==> config.mk <==
export PLATFORM = sky130hd
export DESIGN_NAME = free_list_ctrl
export DESIGN_NICKNAME = d
export VERILOG_FILES = /design/src/rtl/free_list_ctrl_pkg.sv /design/src/rtl/free_list_ctrl_fl_fifo.sv /design/src/rtl/free_list_ctrl.sv
export SDC_FILE = /design/constraint.sdc
export NUM_CORES = 1
export LEC_CHECK = 0
export CAP_MARGIN = 20
export CELL_PAD_IN_SITES_DETAIL_PLACEMENT = 1
export CELL_PAD_IN_SITES_GLOBAL_PLACEMENT = 1
export CORE_UTILIZATION = 35
export CTS_CLUSTER_DIAMETER = 150
export DETAILED_ROUTE_END_ITERATION = 10
export GPL_TIMING_DRIVEN = 0
export PLACE_DENSITY_LB_ADDON = 0.1
export SYNTH_ARGS = -nofsm -noshare
export SYNTH_HDL_FRONTEND = slang
export SYNTH_SLANG_ARGS = --single-unit
==> constraint.sdc <==
create_clock -name clk -period 5.8 [get_ports clk]
set_clock_uncertainty 0.2 [all_clocks]
set_input_delay 1.16 -clock clk [delete_from_list [all_inputs] [get_ports clk]]
set_output_delay 1.16 -clock clk [all_outputs]
set_load 0.02 [all_outputs]
==> src/rtl/free_list_ctrl_pkg.sv <==
// Shared sizing and types for the rename-stage physical-register free list.
package free_list_ctrl_pkg;

  localparam int NUM_PREG = 64;
  localparam int NUM_AREG = 32;
  localparam int PREG_W   = $clog2(NUM_PREG);
  localparam int DEPTH    = NUM_PREG - NUM_AREG;
  localparam int PTR_W    = $clog2(DEPTH);

  typedef logic [PREG_W-1:0] preg_t;
  typedef logic [PTR_W-1:0]  ptr_t;

  typedef enum logic {FL_INIT, FL_READY} fl_state_e;

endpackage

==> src/rtl/free_list_ctrl_fl_fifo.sv <==
// Free-list storage: DEPTH x W array, two write ports, two combinational
// read ports at raddr and raddr+1. The array carries no reset.
module free_list_ctrl_fl_fifo #(
  parameter int DEPTH = 32,
  parameter int W     = 6,
  parameter int AW    = $clog2(DEPTH)
) (
  input  logic          clk,
  input  logic          we0_i,
  input  logic [AW-1:0] waddr0_i,
  input  logic [W-1:0]  wdata0_i,
  input  logic          we1_i,
  input  logic [AW-1:0] waddr1_i,
  input  logic [W-1:0]  wdata1_i,
  input  logic [AW-1:0] raddr_i,
  output logic [W-1:0]  rdata0_o,
  output logic [W-1:0]  rdata1_o
);

  logic [W-1:0]  mem_q [DEPTH];
  logic [AW-1:0] raddr1;

  assign raddr1 = raddr_i + AW'(1);

  always_ff @(posedge clk) begin
    if (we0_i) mem_q[waddr0_i] <= wdata0_i;
    if (we1_i) mem_q[waddr1_i] <= wdata1_i;
  end

  assign rdata0_o = mem_q[raddr_i];
  assign rdata1_o = mem_q[raddr1];

endmodule

==> src/rtl/free_list_ctrl.sv <==
// Physical-register free list for 2-wide rename: circular FIFO with an
// init/flush rebuild FSM, all-or-nothing dual allocation, dual release.
module free_list_ctrl
  import free_list_ctrl_pkg::*;
(
  input  logic              clk,
  input  logic              rst_n,
  input  logic              flush_i,
  input  logic              alloc_req_1,
  input  logic              alloc_req_2,
  output logic              alloc_gnt,
  output logic [PREG_W-1:0] pd_1,
  output logic [PREG_W-1:0] pd_2,
  input  logic              rel_en_1,
  input  logic [PREG_W-1:0] rel_preg_1,
  input  logic              rel_en_2,
  input  logic [PREG_W-1:0] rel_preg_2,
  output logic [PREG_W-1:0] free_cnt,
  output logic              ready_o,
  output logic              err_o
);

  localparam preg_t DEPTH_C   = preg_t'(DEPTH);
  localparam ptr_t  LAST_INIT = ptr_t'(DEPTH - 1);

  fl_state_e state_q;
  ptr_t      head_q, tail_q, init_cnt_q;
  preg_t     count_q;
  logic      ready_q, err_q;

  logic [1:0] nreq, npop, nrel, nacc;
  logic       push_1, push_2, ovf;
  preg_t      avail, space, count_d;
  ptr_t       head_d, tail_d;

  logic       wr0_en, wr1_en;
  ptr_t       wr0_addr, wr1_addr;
  preg_t      wr0_data, wr1_data;
  preg_t      rd0_data, rd1_data;

  // Number of pushes that fit into the remaining room; excess is dropped,
  // slot 1 keeping precedence over slot 2.
  function automatic logic [1:0] sat_accept(input logic [1:0] n, input preg_t room);
    if (room < preg_t'(n)) sat_accept = room[1:0];
    else                   sat_accept = n;
  endfunction

  free_list_ctrl_fl_fifo #(
    .DEPTH (DEPTH),
    .W     (PREG_W),
    .AW    (PTR_W)
  ) u_fifo (
    .clk      (clk),
    .we0_i    (wr0_en),
    .waddr0_i (wr0_addr),
    .wdata0_i (wr0_data),
    .we1_i    (wr1_en),
    .waddr1_i (wr1_addr),
    .wdata1_i (wr1_data),
    .raddr_i  (head_q),
    .rdata0_o (rd0_data),
    .rdata1_o (rd1_data)
  );

  // Allocate side: grant only when every requested slot can be served.
  always_comb begin
    nreq      = {1'b0, alloc_req_1} + {1'b0, alloc_req_2};
    alloc_gnt = ready_q && !flush_i && (count_q >= preg_t'(nreq));
    npop      = alloc_gnt ? nreq : 2'd0;
    pd_1      = '0;
    pd_2      = '0;
    if (alloc_gnt) begin
      if (alloc_req_1) begin
        pd_1 = rd0_data;
        pd_2 = rd1_data;
      end else if (alloc_req_2) begin
        pd_2 = rd0_data;
      end
    end
  end

  // Release side: preg 0 is never returned; pushes land after this cycle's pops.
  always_comb begin
    push_1  = ready_q && !flush_i && rel_en_1 && (rel_preg_1 != '0);
    push_2  = ready_q && !flush_i && rel_en_2 && (rel_preg_2 != '0);
    nrel    = {1'b0, push_1} + {1'b0, push_2};
    avail   = count_q - preg_t'(npop);
    space   = DEPTH_C - avail;
    nacc    = sat_accept(nrel, space);
    ovf     = (nacc != nrel);
    head_d  = head_q + ptr_t'(npop);
    tail_d  = tail_q + ptr_t'(nacc);
    count_d = avail + preg_t'(nacc);
  end

  always_comb begin
    wr0_en   = 1'b0;
    wr0_addr = tail_q;
    wr0_data = push_1 ? rel_preg_1 : rel_preg_2;
    wr1_en   = 1'b0;
    wr1_addr = tail_q + ptr_t'(1);
    wr1_data = rel_preg_2;
    if (state_q == FL_INIT) begin
      wr0_en   = !flush_i;
      wr0_addr = init_cnt_q;
      wr0_data = preg_t'(NUM_AREG) + preg_t'(init_cnt_q);
    end else begin
      wr0_en = (nacc != 2'd0);
      wr1_en = (nacc == 2'd2);
    end
  end

  always_ff @(posedge clk or negedge rst_n) begin
    if (!rst_n) begin
      state_q    <= FL_INIT;
      head_q     <= '0;
      tail_q     <= '0;
      count_q    <= '0;
      init_cnt_q <= '0;
      ready_q    <= 1'b0;
      err_q      <= 1'b0;
    end else if (flush_i) begin
      state_q    <= FL_INIT;
      head_q     <= '0;
      tail_q     <= '0;
      count_q    <= '0;
      init_cnt_q <= '0;
      ready_q    <= 1'b0;
    end else begin
      case (state_q)
        FL_INIT: begin
          tail_q     <= tail_q + ptr_t'(1);
          count_q    <= count_q + preg_t'(1);
          init_cnt_q <= init_cnt_q + ptr_t'(1);
          if (init_cnt_q == LAST_INIT) begin
            state_q <= FL_READY;
            ready_q <= 1'b1;
          end
        end
        FL_READY: begin
          head_q  <= head_d;
          tail_q  <= tail_d;
          count_q <= count_d;
          if (ovf) err_q <= 1'b1;
        end
      endcase
    end
  end

  assign free_cnt = count_q;
  assign ready_o  = ready_q;
  assign err_o    = err_q;

endmodule

==> out/metrics.cfg <==
[worst_setup_path]
path_common_cell=ha_4
cp_max_fo=10
end_kind=register
slowest_delay_ps=590
cp_slowest_cell=fa_2
crit_family=adder cells
crit_type=in2reg
arrival_ps=5750
required_ps=5900
cp_num_buf_inv=5
cp_cell_sequence=dlygate4sd2_1, ha_4, ha_4, o21ai_2, a31oi_4, and2_4, ha_4, fa_2, ha_4, ha_4, a21oi_2, o31a_1, o2111ai_4, buf_12, buf_12, buf_12, mux2i_4, o21ai_0, buf_4
worstSetupStartpointType=input port

[drt]
via_per_inst=5.93
wl_per_cell_microns=33.0
drt_iter0_markers=816
first_pass_iters=5
vias=10200
postRouteAntennaNets=0
drc=0
wl_microns=56700

[synthesis]
synth_largest_area_cell=edfxtp_1
synthTopCellsByArea=edfxtp_1, mux4_2, mux2_2, mux2i_4, dfrtp_1
yosysTopAreaCellShare_pct=38.4
syn_avg_cell_area_sq_um=14.1
yosys_warnings=0
synth-async-reset-ratio_pct=11.1
syn_nets=1114
ys_ff_latch=216
synth.top_cells.by_count=edfxtp_1, mux2_2, mux4_2
ys.flop_type=edfxtp_1
yosysUniqueCellTypes=61
yosysMostFrequentCell=edfxtp_1
synth-edff-count=192
netlist_instances=1068
netlist_area_sq_um=15000
ys_seq_area_share_pct=42.4

[placed_design]
portBuffers=38
place_ws_ps=-1100
place_congestion=0.869
dp_hpwl_microns=43100

[global_routing]
overflow=0
antenna_found_initial=1
grt_start_max_net_pins=14
grt_pass1_vias=10500
grt_pass1_wl_microns=80000
grt_use_total_pct=26.2

[timing]
finalHoldViolations=0
fmax_mhz=177
timing.final.crit_period_ps=5650
worst_slack_ps=147
finalSetupViolCount=0
final_max_slew_viol_count=0
slew_headroom_pct=27.8
holdWs_ps=285
worst_slew_pin_slew_ps=1070
fin_crit_sh_pct=97.5

[finish]
drive_above_1_share_pct=39.5
fin_nets=1204
fillers=4325
synthToLayoutAreaGrowth_pct=15.0
multiInputGateArea_sq_um=8350
diodes=0
final-seq-area_sq_um=6370

[run]
cap_violations=0

[pwr]
p_leak_nw=5.72
p_total_w=0.00361
p_per_area_nw_per_um2=209
irDropWorstVdd_uv=185

[floorplan]
ios=40
die_y_microns=209
start_util_pct=35.6
coreArea_sq_um=42100
rows=75
die_w_microns=209
die_area_sq_um=43700

[clocking]
clockRootBuffer=clkbuf_16
cts_max_path_buffers=3
cts_buffers=26
ctsHtreeMaxLevel=1
cts_tree=done
cts_hold_buffers=0
clk_pin_slew_ps=60
cts_sinks=216
clock_latency_ps=550

[run_status]
outcome=complete, no violations

[worst_hold_path]
hold_path_class=reg2reg

## registers in the layout, indices dropped and copies added, names as in the netlist
name / cells
u_fifo.mem_q: 192
free_cnt: 6
head_q: 5
init_cnt_q: 5
tail_q: 5
err_o: 1
ready_o: 1
state_q: 1
## cell usage in the layout, fill, tap and decap left out, types with 7 or more instances in the layout
master	instances
mux2_2	149
nand2_1	56
clkbuf_2	9
nand3_1	14
clkdlybuf4s50_1	36
nor2_1	116
edfxtp_1	192
xnor2_1	11
buf_2	16
clkbuf_1	62
ha_1	16
o21ai_1	10
buf_4	11
clkbuf_16	27
mux4_2	120
buf_1	11
o21ai_0	18
inv_1	15
mux2_1	11
mux2i_4	29
mux2_4	37
a21oi_1	18
a31o_2	10
xor2_1	13
mux2i_1	23
nand4_1	9
clkinv_1	7
dfrtp_1	24
## repair_timing
item	4_1_cts	5_1_grt
resized for setup	17	16
buffers inserted	5	2
setup endpoints to repair	136	83
pin swaps	3	3
## worst min-delay path: stages, from the launching register on
cell and delay (ps):
dfrtp_1 350, inv_1 50, o41ai_1 60
## path summary, 6_finish.rpt
check                                       from                            end  slack, ps  cells after the start
min                            err_o$_DFFE_PN0P_              err_o$_DFFE_PN0P_        290                      2
max reg2reg                free_cnt[0]$_DFF_PN0_  u_fifo.mem_q[28][5]$_DFFE_PP_        640                     15
min in group asynchronous                  rst_n      init_cnt_q[2]$_DFFE_PN0N_        900                      1
min reg2reg                    err_o$_DFFE_PN0P_              err_o$_DFFE_PN0P_        290                      2
max in group asynchronous                  rst_n            tail_q[1]$_DFF_PN0_       3940                      2
max                                  alloc_req_1  u_fifo.mem_q[11][1]$_DFFE_PP_        150                     19
## where the power goes
group	leakage [nW]	total (W)	internal (W)	switching, W
Combinational	3.29	0.000364	0.000150	0.000214
Sequential	2.06	0.00172	0.00171	0.0000142
Clock	0.367	0.00153	0.000845	0.000682
## metal layers
layer | vias to the layer above | wire, microns | GRT usage (%) | share of wire, %
li1 | 4337 | - | - | -
met1 | 5384 | 24400 | 35.7 | 43
met2 | 364 | 27100 | 43.3 | 48
met3 | 81 | 3560 | 3.73 | 6.3
met4 | 0 | 1610 | 7.61 | 2.8
met5 | - | 0 | 0 | 0
## cells by family (layout without fill, tap and decap cells)
| group | count (synthesis) | count (layout) | share of synthesized area [%] |
|---|---|---|---|
| AOI/OAI and AO/OA | 86 | 86 | 3.57 |
| xor gates and xnor gates | 26 | 26 | 1.57 |
| adders and majority gates | 27 | 27 | 2.45 |
| buffers and inverters | 111 | 219 | 3.46 |
| DFF | 216 | 216 | 42.4 |
| muxes | 372 | 372 | 39.8 |
| and+or+nand+nor | 230 | 230 | 6.76 |
## stage by stage
step	utilization, %	cell area, sq um	instances	TNS (ps)
floorplan	-	15200	1068	0
global placement	38.5	16200	1645	-204740
detailed placement	38.8	16300	1657	-199950
CTS	40.8	17200	1708	0
global route	41.0	17300	1715	-29.2
finish	41.0	17300	1715	0
## layout make-up
| class | count | area share [%] |
|---|---|---|
| multi-input cells | 741 | 48.3 |
| flip-flops and latches | 216 | 36.8 |
| clock buffers | 35 | 4.08 |
| well taps | 539 | 3.90 |
| repair buffers | 62 | 3.50 |
| plain buffers | 93 | 2.69 |
| inverters | 18 | 0.391 |
| clock inverters | 11 | 0.290 |
Power figures use the tool's default switching activity.
